`src/rtl/memory_access_sequencer_pkg.sv`:
```
// Shared memory-access definitions: funct3 load/store encodings plus size and
// alignment helpers used by the sequencer and the core's writeback path.
package memory_access_sequencer_pkg;

  localparam int BYTE_WIDTH = 8;

  typedef enum logic [2:0] {
    FUNCT3_BYTE              = 3'b000,
    FUNCT3_HALFWORD          = 3'b001,
    FUNCT3_WORD              = 3'b010,
    FUNCT3_UNSIGNED_BYTE     = 3'b100,
    FUNCT3_UNSIGNED_HALFWORD = 3'b101
  } memory_funct3_t;

  // Number of byte beats an access needs; 0 marks an encoding with no access size.
  function automatic logic [2:0] access_bytes(input logic [2:0] funct3);
    logic [2:0] bytes;
    case (funct3)
      FUNCT3_BYTE, FUNCT3_UNSIGNED_BYTE:         bytes = 3'd1;
      FUNCT3_HALFWORD, FUNCT3_UNSIGNED_HALFWORD: bytes = 3'd2;
      FUNCT3_WORD:                               bytes = 3'd4;
      default:                                   bytes = 3'd0;
    endcase
    return bytes;
  endfunction

  function automatic logic is_misaligned(input logic [2:0] funct3, input logic [1:0] address_low);
    logic bad;
    case (funct3)
      FUNCT3_HALFWORD, FUNCT3_UNSIGNED_HALFWORD: bad = address_low[0];
      FUNCT3_WORD:                               bad = (address_low != 2'b00);
      default:                                   bad = 1'b0;
    endcase
    return bad;
  endfunction

  // Unsigned variants only make sense for loads; stores with them are rejected.
  function automatic logic is_illegal(input logic write, input logic [2:0] funct3);
    logic unsigned_op;
    unsigned_op = (funct3 == FUNCT3_UNSIGNED_BYTE) || (funct3 == FUNCT3_UNSIGNED_HALFWORD);
    return (access_bytes(funct3) == 3'd0) || (write && unsigned_op);
  endfunction

endpackage

```
`src/rtl/memory_access_sequencer_if.sv`:
```
// Core-side request/response channel and the 8-bit valid/ready memory bus.
interface mem_request_if #(
  parameter int ADDRESS_WIDTH = 16,
  parameter int DATA_WIDTH    = 32
);
  logic                     request_valid;
  logic                     request_ready;
  logic                     request_write;
  logic [2:0]               request_funct3;
  logic [ADDRESS_WIDTH-1:0] request_address;
  logic [DATA_WIDTH-1:0]    request_write_data;
  logic                     response_valid;
  logic [DATA_WIDTH-1:0]    response_read_data;
  logic                     response_error;

  modport master (
    output request_valid, request_write, request_funct3, request_address, request_write_data,
    input  request_ready, response_valid, response_read_data, response_error
  );

  modport slave (
    input  request_valid, request_write, request_funct3, request_address, request_write_data,
    output request_ready, response_valid, response_read_data, response_error
  );
endinterface

interface mem_bus_if #(
  parameter int ADDRESS_WIDTH = 16
);
  logic                     bus_valid;
  logic                     bus_ready;
  logic                     bus_write;
  logic [ADDRESS_WIDTH-1:0] bus_address;
  logic [7:0]               bus_write_data;
  logic [7:0]               bus_read_data;

  modport master (
    output bus_valid, bus_write, bus_address, bus_write_data,
    input  bus_ready, bus_read_data
  );

  modport slave (
    input  bus_valid, bus_write, bus_address, bus_write_data,
    output bus_ready, bus_read_data
  );
endinterface

```
`src/rtl/memory_access_sequencer_load_extender.sv`:
```
// Combinational sign/zero extension of assembled load bytes, selected by funct3.
module load_extender
  import memory_access_sequencer_pkg::*;
#(
  parameter int DATA_WIDTH = 32
) (
  input  logic [2:0]            funct3,
  input  logic [DATA_WIDTH-1:0] raw_data,
  output logic [DATA_WIDTH-1:0] data
);

  always_comb begin
    data = '0;
    case (funct3)
      FUNCT3_BYTE:              data = {{(DATA_WIDTH-8){raw_data[7]}}, raw_data[7:0]};
      FUNCT3_HALFWORD:          data = {{(DATA_WIDTH-16){raw_data[15]}}, raw_data[15:0]};
      FUNCT3_UNSIGNED_BYTE:     data = {{(DATA_WIDTH-8){1'b0}}, raw_data[7:0]};
      FUNCT3_UNSIGNED_HALFWORD: data = {{(DATA_WIDTH-16){1'b0}}, raw_data[15:0]};
      FUNCT3_WORD:              data = raw_data;
      default:                  data = '0;
    endcase
  end

endmodule

```
`src/rtl/memory_access_sequencer.sv`:
```
// Splits one core load/store into little-endian byte beats on an 8-bit
// valid/ready bus, assembles read bytes and returns an extended response.
module memory_access_sequencer
  import memory_access_sequencer_pkg::*;
#(
  parameter int ADDRESS_WIDTH = 16,
  parameter int DATA_WIDTH    = 32
) (
  input logic         clock,
  input logic         reset,
  mem_request_if.slave core,
  mem_bus_if.master    bus
);

  localparam int LANES  = DATA_WIDTH / BYTE_WIDTH;
  localparam int BEAT_W = $clog2(LANES);

  typedef enum logic [1:0] {IDLE, TRANSFER, RESPOND} state_t;

  state_t                               state_reg, state_next;
  logic                                 write_reg, write_next;
  logic [2:0]                           funct3_reg, funct3_next;
  logic [ADDRESS_WIDTH-1:0]             base_reg, base_next;
  logic [DATA_WIDTH-1:0]                wdata_reg, wdata_next;
  logic [BEAT_W-1:0]                    beat_reg, beat_next;
  logic [BEAT_W:0]                      beats_reg, beats_next;
  logic [LANES-1:0][BYTE_WIDTH-1:0]     lanes_reg, lanes_next;
  logic                                 bus_valid_reg, bus_valid_next;
  logic [ADDRESS_WIDTH-1:0]             bus_addr_reg, bus_addr_next;
  logic [BYTE_WIDTH-1:0]                bus_wdata_reg, bus_wdata_next;
  logic                                 resp_valid_reg, resp_valid_next;
  logic [DATA_WIDTH-1:0]                resp_data_reg, resp_data_next;
  logic                                 resp_err_reg, resp_err_next;
  logic                                 ready_reg, ready_next;

  logic [LANES-1:0][BYTE_WIDTH-1:0]     merged_lanes;
  logic [BYTE_WIDTH-1:0]                write_bytes [LANES];
  logic [DATA_WIDTH-1:0]                extended;
  logic [BEAT_W-1:0]                    beat_inc;
  logic                                 last_beat;
  logic                                 request_bad;

  // Lane view with the byte currently on the bus dropped into the active lane,
  // so the final beat's data can be extended in the same cycle it arrives.
  generate
    for (genvar gi = 0; gi < LANES; gi++) begin : g_lane
      assign write_bytes[gi]  = wdata_reg[gi*BYTE_WIDTH +: BYTE_WIDTH];
      assign merged_lanes[gi] = (BEAT_W'(gi) == beat_reg) ? bus.bus_read_data : lanes_reg[gi];
    end
  endgenerate

  load_extender #(.DATA_WIDTH(DATA_WIDTH)) u_load_extender (
    .funct3   (funct3_reg),
    .raw_data (merged_lanes),
    .data     (extended)
  );

  assign beat_inc    = beat_reg + BEAT_W'(1);
  assign last_beat   = ({1'b0, beat_reg} + (BEAT_W+1)'(1)) == beats_reg;
  assign request_bad = is_illegal(core.request_write, core.request_funct3) ||
                       is_misaligned(core.request_funct3, core.request_address[1:0]);

  always_comb begin
    state_next      = state_reg;
    write_next      = write_reg;
    funct3_next     = funct3_reg;
    base_next       = base_reg;
    wdata_next      = wdata_reg;
    beat_next       = beat_reg;
    beats_next      = beats_reg;
    lanes_next      = lanes_reg;
    bus_valid_next  = bus_valid_reg;
    bus_addr_next   = bus_addr_reg;
    bus_wdata_next  = bus_wdata_reg;
    resp_valid_next = 1'b0;
    resp_data_next  = resp_data_reg;
    resp_err_next   = resp_err_reg;
    ready_next      = ready_reg;

    case (state_reg)
      IDLE: begin
        if (core.request_valid && ready_reg) begin
          write_next  = core.request_write;
          funct3_next = core.request_funct3;
          base_next   = core.request_address;
          wdata_next  = core.request_write_data;
          beat_next   = '0;
          beats_next  = (BEAT_W+1)'(access_bytes(core.request_funct3));
          lanes_next  = '0;
          ready_next  = 1'b0;
          if (request_bad) begin
            state_next      = RESPOND;
            resp_valid_next = 1'b1;
            resp_err_next   = 1'b1;
            resp_data_next  = '0;
          end else begin
            state_next     = TRANSFER;
            bus_valid_next = 1'b1;
            bus_addr_next  = core.request_address;
            bus_wdata_next = core.request_write_data[BYTE_WIDTH-1:0];
          end
        end
      end

      TRANSFER: begin
        // bus_valid is always high here, so bus_ready alone marks a completed beat.
        if (bus.bus_ready) begin
          lanes_next = merged_lanes;
          if (last_beat) begin
            state_next      = RESPOND;
            bus_valid_next  = 1'b0;
            resp_valid_next = 1'b1;
            resp_err_next   = 1'b0;
            resp_data_next  = write_reg ? '0 : extended;
          end else begin
            beat_next      = beat_inc;
            bus_addr_next  = base_reg + ADDRESS_WIDTH'(beat_inc);
            bus_wdata_next = write_bytes[beat_inc];
          end
        end
      end

      RESPOND: begin
        state_next = IDLE;
        ready_next = 1'b1;
      end

      default: begin
        state_next = IDLE;
        ready_next = 1'b1;
      end
    endcase
  end

  always_ff @(posedge clock) begin
    if (reset) begin
      state_reg      <= IDLE;
      write_reg      <= 1'b0;
      funct3_reg     <= '0;
      base_reg       <= '0;
      wdata_reg      <= '0;
      beat_reg       <= '0;
      beats_reg      <= '0;
      lanes_reg      <= '0;
      bus_valid_reg  <= 1'b0;
      bus_addr_reg   <= '0;
      bus_wdata_reg  <= '0;
      resp_valid_reg <= 1'b0;
      resp_data_reg  <= '0;
      resp_err_reg   <= 1'b0;
      ready_reg      <= 1'b1;
    end else begin
      state_reg      <= state_next;
      write_reg      <= write_next;
      funct3_reg     <= funct3_next;
      base_reg       <= base_next;
      wdata_reg      <= wdata_next;
      beat_reg       <= beat_next;
      beats_reg      <= beats_next;
      lanes_reg      <= lanes_next;
      bus_valid_reg  <= bus_valid_next;
      bus_addr_reg   <= bus_addr_next;
      bus_wdata_reg  <= bus_wdata_next;
      resp_valid_reg <= resp_valid_next;
      resp_data_reg  <= resp_data_next;
      resp_err_reg   <= resp_err_next;
      ready_reg      <= ready_next;
    end
  end

  // Idle flag is held high through reset; the reset term keeps acceptance off meanwhile.
  assign core.request_ready      = ready_reg && !reset;
  assign core.response_valid     = resp_valid_reg;
  assign core.response_read_data = resp_data_reg;
  assign core.response_error     = resp_err_reg;

  assign bus.bus_valid      = bus_valid_reg;
  assign bus.bus_write      = write_reg;
  assign bus.bus_address    = bus_addr_reg;
  assign bus.bus_write_data = bus_wdata_reg;

endmodule
```
`src/flat_wrapper.sv`:
```
// flat-port wrapper written by rule: the top's interface ports become plain ports
module memory_access_sequencer_flat import memory_access_sequencer_pkg::*;
#(
  parameter int ADDRESS_WIDTH = 16,
  parameter int DATA_WIDTH    = 32
)
  (clock, reset, core_request_valid, core_request_write, core_request_funct3, core_request_address, core_request_write_data, core_request_ready, core_response_valid, core_response_read_data, core_response_error, bus_bus_valid, bus_bus_write, bus_bus_address, bus_bus_write_data, bus_bus_ready, bus_bus_read_data);
  mem_request_if #(.ADDRESS_WIDTH(ADDRESS_WIDTH), .DATA_WIDTH(DATA_WIDTH)) core_i ();
  mem_bus_if #(.ADDRESS_WIDTH(ADDRESS_WIDTH)) bus_i ();
  input logic clock;
  input logic reset;
  input wire logic [$bits(core_i.request_valid)-1:0] core_request_valid;
  input wire logic [$bits(core_i.request_write)-1:0] core_request_write;
  input wire logic [$bits(core_i.request_funct3)-1:0] core_request_funct3;
  input wire logic [$bits(core_i.request_address)-1:0] core_request_address;
  input wire logic [$bits(core_i.request_write_data)-1:0] core_request_write_data;
  output wire logic [$bits(core_i.request_ready)-1:0] core_request_ready;
  output wire logic [$bits(core_i.response_valid)-1:0] core_response_valid;
  output wire logic [$bits(core_i.response_read_data)-1:0] core_response_read_data;
  output wire logic [$bits(core_i.response_error)-1:0] core_response_error;
  output wire logic [$bits(bus_i.bus_valid)-1:0] bus_bus_valid;
  output wire logic [$bits(bus_i.bus_write)-1:0] bus_bus_write;
  output wire logic [$bits(bus_i.bus_address)-1:0] bus_bus_address;
  output wire logic [$bits(bus_i.bus_write_data)-1:0] bus_bus_write_data;
  input wire logic [$bits(bus_i.bus_ready)-1:0] bus_bus_ready;
  input wire logic [$bits(bus_i.bus_read_data)-1:0] bus_bus_read_data;
  assign core_i.request_valid = core_request_valid;
  assign core_i.request_write = core_request_write;
  assign core_i.request_funct3 = core_request_funct3;
  assign core_i.request_address = core_request_address;
  assign core_i.request_write_data = core_request_write_data;
  assign core_request_ready = core_i.request_ready;
  assign core_response_valid = core_i.response_valid;
  assign core_response_read_data = core_i.response_read_data;
  assign core_response_error = core_i.response_error;
  assign bus_bus_valid = bus_i.bus_valid;
  assign bus_bus_write = bus_i.bus_write;
  assign bus_bus_address = bus_i.bus_address;
  assign bus_bus_write_data = bus_i.bus_write_data;
  assign bus_i.bus_ready = bus_bus_ready;
  assign bus_i.bus_read_data = bus_bus_read_data;
  memory_access_sequencer #(.ADDRESS_WIDTH(ADDRESS_WIDTH), .DATA_WIDTH(DATA_WIDTH)) u_core (.clock(clock), .reset(reset), .core(core_i), .bus(bus_i));
endmodule
```
`config.mk`:
```
export PLATFORM = sky130hd
export DESIGN_NAME = memory_access_sequencer_flat
export DESIGN_NICKNAME = d
export VERILOG_FILES = /design/src/rtl/memory_access_sequencer_pkg.sv /design/src/rtl/memory_access_sequencer_if.sv /design/src/rtl/memory_access_sequencer_load_extender.sv /design/src/rtl/memory_access_sequencer.sv /design/src/flat_wrapper.sv
export SDC_FILE = /design/constraint.sdc
export NUM_CORES = 1
export LEC_CHECK = 0
export ABC_AREA = 1
export ABC_CLOCK_PERIOD_IN_PS = 4800
export CAP_MARGIN = 10
export CORE_ASPECT_RATIO = 0.75
export CORE_MARGIN = 4
export CORE_UTILIZATION = 56
export CTS_CLUSTER_SIZE = 14
export DETAILED_ROUTE_END_ITERATION = 7
export HOLD_SLACK_MARGIN = 0.03
export PLACE_DENSITY = 0.84
export SLEW_MARGIN = 0
export SYNTH_ARGS = -nofsm -noshare
export SYNTH_HDL_FRONTEND = slang
export SYNTH_SLANG_ARGS = --single-unit
```
`constraint.sdc`:
```
create_clock -name clock -period 4.8 [get_ports clock]
set_input_delay 0.72 -clock clock [delete_from_list [all_inputs] [get_ports clock]]
set_output_delay 0.72 -clock clock [all_outputs]
set_load 0.03 [all_outputs]
```
# Word level (Yosys, flattened, before mapping)
# Index checks and enable logic that the tools add are counted.
op_classes:
  addsub: 3
  n_lt_le_gt_ge: 1
  n_eq_ne: 19
  n_mux: 53
  bitwise_logic: 2
  reduce_logical: 24
ops:
  columns: ["operator", "count"]
  rows:
  - ["32-bit two-way mux", 7]
  - ["32-bit case mux with 5 select lines", 1]
  - ["32-bit case mux with 2 select lines", 2]
  - ["8-bit two-way mux", 10]
  - ["16-bit two-way mux", 4]
  - ["16-bit case mux with 2 select lines", 1]
  - ["16-bit by 2-bit adder with 16-bit output", 1]
  - ["8-bit binary-select mux with 2-bit select", 1]
  - ["8-bit case mux with 2 select lines", 1]
  - ["5-bit AND reduction", 3]
  - ["2-bit two-way mux", 7]
  - ["3-bit equality test (second input constant)", 4]
  - ["1-bit two-way mux", 11]
  - ["1-bit case mux with 2 select lines", 5]
  - ["3-bit logical NOT", 3]
  - ["3-bit case mux with 3 select lines", 1]
  - ["2-bit case mux with 2 select lines", 2]
  - ["3-bit by 1-bit equality test with 1-bit output (second input constant)", 2]
  - ["3-bit by 2-bit equality test with 1-bit output (second input constant)", 2]
  - ["2-bit by 1-bit != test with 1-bit output (second input constant)", 3]
  - ["2-bit != test (second input constant)", 3]
  - ["3-bit AND reduction", 2]
  - ["2-bit equality test (first input constant)", 2]
  - ["2-bit logical NOT", 2]
  - ["15 further kinds", 22]
word_totals:
  ff_bits: 151
  input_bits: 64
  output_inout_bits: 61

# Logic depth before layout (Yosys ltp)
depth:
  ltp_word: 9
  ltp_mapped: 17
  ltp_nobuf: 14

# Modules after synthesis
# A second synthesis with hierarchy kept.
hier_totals:
  hier_cells: 1003
  hier_area_um2: 7275.7
by_module_without_submodules:
  columns: ["mod", "n_inst", "cells_each", "area_each_um2", "seq_area_each_um2"]
  rows:
  - ["memory_access_sequencer", 1, 919, 6747.7, 3022.9]
  - ["load_extender", 1, 84, 528.0, 0.0]

# Worst setup path after synthesis
# OpenSTA, ideal clock, no wires.
synth_path:
  path_kind: "register -> register"
  from: "reg u_core.beat_reg[0]"
  to: "reg u_core.bus_addr_reg[12] (netlist: u_core.bus.bus_address[12])"
  arrival_ns: 2.233
  required_ns: 4.736
  slack_ns: 2.503
  path_stages_with_launch: 14
  path_cell_list: "dfxtp_1 buf_6 inv_2 clkbuf_1 ha_1 fa_1 nand3_1 nor2_1 nand3_1 o21ai_0 nand2_1 nor2_1 nor2_1 nor2_1"
synth_between:
  elab_chain_cells: 5
  elab_cells_between_ends: 9
  cone_classes: "add/sub (3); eq/ne (2); mux (3); reduce/logical (1)"
synth_rtl:
  columns: ["element", "line", "rtl"]
  rows:
  - ["start: declaration", "memory_access_sequencer.sv:25", "logic [BEAT_W-1:0] beat_reg, beat_next;"]
  - ["start signal: assignment", "memory_access_sequencer.sv:158", "beat_reg <= beat_next;"]
  - ["2-bit by 1-bit adder with 2-bit output", "memory_access_sequencer.sv:58", "assign beat_inc = beat_reg + BEAT_W'(1);"]
  - ["16-bit by 2-bit adder with 16-bit output", "memory_access_sequencer.sv:117", "bus_addr_next = base_reg + ADDRESS_WIDTH'(beat_inc);"]
  - ["16-bit two-way mux", "memory_access_sequencer.sv:109", "if (last_beat) begin"]
  - ["16-bit two-way mux", "memory_access_sequencer.sv:107", "if (bus.bus_ready) begin"]
  - ["16-bit case mux with 2 select lines", "memory_access_sequencer.sv:80", "case (state_reg)"]
  - ["end signal: assignment", "memory_access_sequencer.sv:162", "bus_addr_reg <= bus_addr_next;"]
  - ["end: declaration", "memory_access_sequencer.sv:29", "logic [ADDRESS_WIDTH-1:0] bus_addr_reg, bus_addr_next;"]
# Several ways; a longest one is shown, not always the timed one. The select of a mux whose other input is x is not followed.
# A chain may end at the register's enable or synchronous reset.

# Worst setup path in the final report
layout_path:
  from: "reg u_core.state_reg[0]"
  to: "reg u_core.resp_err_reg (netlist: u_core.core.response_error)"
layout_between:
  elab_chain_cells: 3
  elab_cells_between_ends: 9
  cone_classes: "eq/ne (5); mux (1); reduce/logical (3)"
layout_rtl:
  columns: ["element", "line", "rtl"]
  rows:
  - ["start: declaration", "memory_access_sequencer.sv:20", "state_t state_reg, state_next;"]
  - ["start signal: assignment", "memory_access_sequencer.sv:153", "state_reg <= state_next;"]
  - ["2-bit by 1-bit equality test with 1-bit output or 2-bit logical NOT (tied branches)", "memory_access_sequencer.sv:80", null]
  - ["2-bit by 1-bit != test with 1-bit output (no source line) (tied with other cells)", null, null]
  - ["5-bit AND reduction (no source line)", null, null]
  - ["end signal: assignment", "memory_access_sequencer.sv:166", "resp_err_reg <= resp_err_next;"]
  - ["end: declaration", "memory_access_sequencer.sv:33", "logic resp_err_reg, resp_err_next;"]
# Several ways; a longest one is shown, not always the timed one.

==> flow_metrics.py <==
metrics = {
    "grt": {
        "grt_pass1_wl_um": 30300,
        "first_global_vias": 6138,
        "antenna_found_initial": 0,
        "grt_max_degree": 83,
        "track_usage_pct": 26.1,
        "gr-total-overflow": 0,
    },
    "yosys": {
        "synth.distinct_cells": 35,
        "synth_top_area_share_pct": 42.9,
        "ys_top_cells_by_area": "dfxtp_1 (43%), nand2_1 (13%), o21ai_0 (10%)",
        "syn_area_um2": 7040,
        "synth_warnings": 0,
        "syn_avg_cell_area_um2": 6.95,
        "syn_nets": 1085,
        "ys_ff_latch": 151,
        "seq_area_frac_synth_pct": 42.9,
        "yosysTopAreaCell": "dfxtp_1",
        "synthesis.instances": 1014,
    },
    "pwr": {
        "ir_drop_mv": 0.336,
        "total_power_mw": 4.02,
        "p_per_area_nw_per_um2": 459,
        "p_leak_nw": 3.40,
    },
    "clock_tree": {
        "cts_tree": "built",
        "root_buffer": "clkbuf_16",
        "hold_buffers": 0,
        "cts_resized": 0,
        "insertion_delay_ns": 0.42,
        "h-tree-depth": 4,
        "clk_pin_slew_ns": 0.06,
        "cts_buffers": 17,
        "cts.sinks": 151,
        "post_cts_buffers": 0,
        "clk_path_buf_depth": 2,
    },
    "detailed_routing": {
        "initialDrtViolationCount": 788,
        "drtAntennaViolNets": 0,
        "drt-wirelength-per-cell_um": 14.7,
        "routed_wl_um": 18700,
        "via_per_inst": 5.40,
        "drc": 0,
        "drtPass1Iterations": 6,
        "vias": 6889,
    },
    "final_layout": {
        "n_fill_cell": 1008,
        "drive_gt1_share_pct": 6.85,
        "final_util_pct": 71.2,
        "insertedDiodeCount": 0,
        "multiInputGateArea_um2": 3430,
        "seqCellArea_um2": 3020,
        "final_common_cell": "nand2_1",
        "fin_area_um2": 8760,
        "fin_nets": 1168,
        "area_delta_synth_final_pct": 24.3,
        "post_layout_nonfiller_instances": 1276,
        "final_cell_mix": "nand2_1 (249), dfxtp_1 (151), o21ai_0 (142)",
    },
    "floorplanning": {
        "rows": 35,
        "dieWidth_um": 138,
        "io_pins": 125,
        "core-area_um2": 12300,
        "die_y_um": 105,
        "dieArea_um2": 14500,
        "start_util_pct": 57.2,
    },
    "outcome": {
        "status": "complete, no violations",
    },
    "place": {
        "post_dp_cell_area_um2": 8210,
        "dpl.cell_count": 1244,
        "portBuffers": 124,
        "gp_congestion": 0.881,
        "pre_cts_ws_ns": 1.63,
        "dpl.hpwl_um": 12300,
    },
    "timing": {
        "slew_viol_final": 0,
        "final_hold_viol_count": 0,
        "rsz0062_at_grt": "no",
        "tns_ns": 0,
        "period_needed_ns": 3.11,
        "fmax_ghz": 0.321,
        "post-route-period-util_pct": 64.8,
        "worst_slack_ns": 1.69,
        "fin_hold_ws_ns": 0.445,
        "tightest_slew_ns": 1.07,
        "skew_ns": 0.00545,
        "slew_headroom_pct": 28.6,
        "finalSetupViolations": 0,
    },
    "setup_path": {
        "critPathCaptureType": "flop",
        "arrival_ns": 3.43,
        "worstPathMaxFanout": 40,
        "cp.required_ns": 5.12,
        "critPathLaunchType": "flop",
        "crit_type": "reg -> reg",
    },
    "worst_hold_path": {
        "min_path_type": "reg -> reg",
    },
    "run": {
        "maxCapViolations": 0,
    },
}
## routing by layer
layer / track usage, % / vias to the layer above / wire length, um
met2: 37.7 / 298 / 7890
li1: - / 3466 / -
met3: 5.53 / 31 / 1530
met4: 7.98 / 0 / 317
met5: 0 / - / 0
met1: 38.9 / 3094 / 8970
## power breakdown
part	internal (mW)	total, mW	switching [mW]	leakage (nW)
clock	0.723	1.25	0.526	0.258
combinational	0.403	1.23	0.828	1.91
sequential	1.43	1.54	0.112	1.23
## synth_stat cells
| cell type | instances |
|---|---|
| nand2_1 | 249 |
| dfxtp_1 | 151 |
| inv_1 | 67 |
| nand2_2 | 3 |
| nand3_1 | 38 |
| o21bai_2 | 1 |
| nor2_1 | 116 |
| or2_2 | 3 |
| buf_2 | 19 |
| a211oi_1 | 1 |
| ha_1 | 6 |
| fa_1 | 1 |
| buf_6 | 6 |
| o211ai_1 | 1 |
| o22ai_1 | 1 |
| nand3_2 | 2 |
| a21oi_1 | 120 |
| o21a_1 | 1 |
| nor2_2 | 2 |
| a21boi_2 | 1 |
| nor2_4 | 2 |
| inv_2 | 5 |
| nand4_1 | 7 |
| inv_4 | 1 |
| nor3_1 | 3 |
| clkbuf_1 | 32 |
| nor3_2 | 2 |
| o21ai_1 | 4 |
| buf_4 | 3 |
| buf_1 | 5 |
| xnor2_2 | 1 |
| o21ai_0 | 142 |
| xor2_1 | 1 |
| mux2_2 | 16 |
| a31oi_1 | 1 |
## cells by family (layout without fill, tap and decap cells)
family / after synthesis / count (layout) / share of synthesized area [%]
mux: 16 / 16 / 2.56
xor+xnor: 2 / 2 / 0.355
buf+inv: 138 / 234 / 8.53
fa+ha+maj: 7 / 7 / 1.35
simple gates: 427 / 427 / 24.6
compound gates: 273 / 273 / 19.7
flops: 151 / 151 / 42.9
## worst paths after layout
path              slack [ns]  depth (start not counted)                          to            startpoint
setup / recovery        1.69                         11  u_core.core.response_error   u_core.state_reg[0]
hold / removal          0.45                          2        u_core.wdata_reg[16]  u_core.wdata_reg[16]
setup reg to reg        1.69                         11  u_core.core.response_error   u_core.state_reg[0]
hold reg to reg         0.45                          2        u_core.wdata_reg[16]  u_core.wdata_reg[16]
## area by class of cell
type,count,area share (%)
timing repair buffer,129,14.5
clock inverter,12,1.20
multi-input combinational,725,39.1
sequential,151,34.5
clock buffer,20,5.10
tap,166,2.37
inverter,73,3.16
## critical path, stage by stage (launching register included)
cell	delay, ns
dfxtp_1	0.35
inv_1	0.09
nor2_4	0.63
nand2_1	0.19
nand2_2	0.38
nand2_2	0.12
nor2_4	0.66
inv_4	0.29
nand2_1	0.13
nand2_1	0.06
nand2_1	0.06
inv_1	0.05
(Power assumes the default switching activity.)
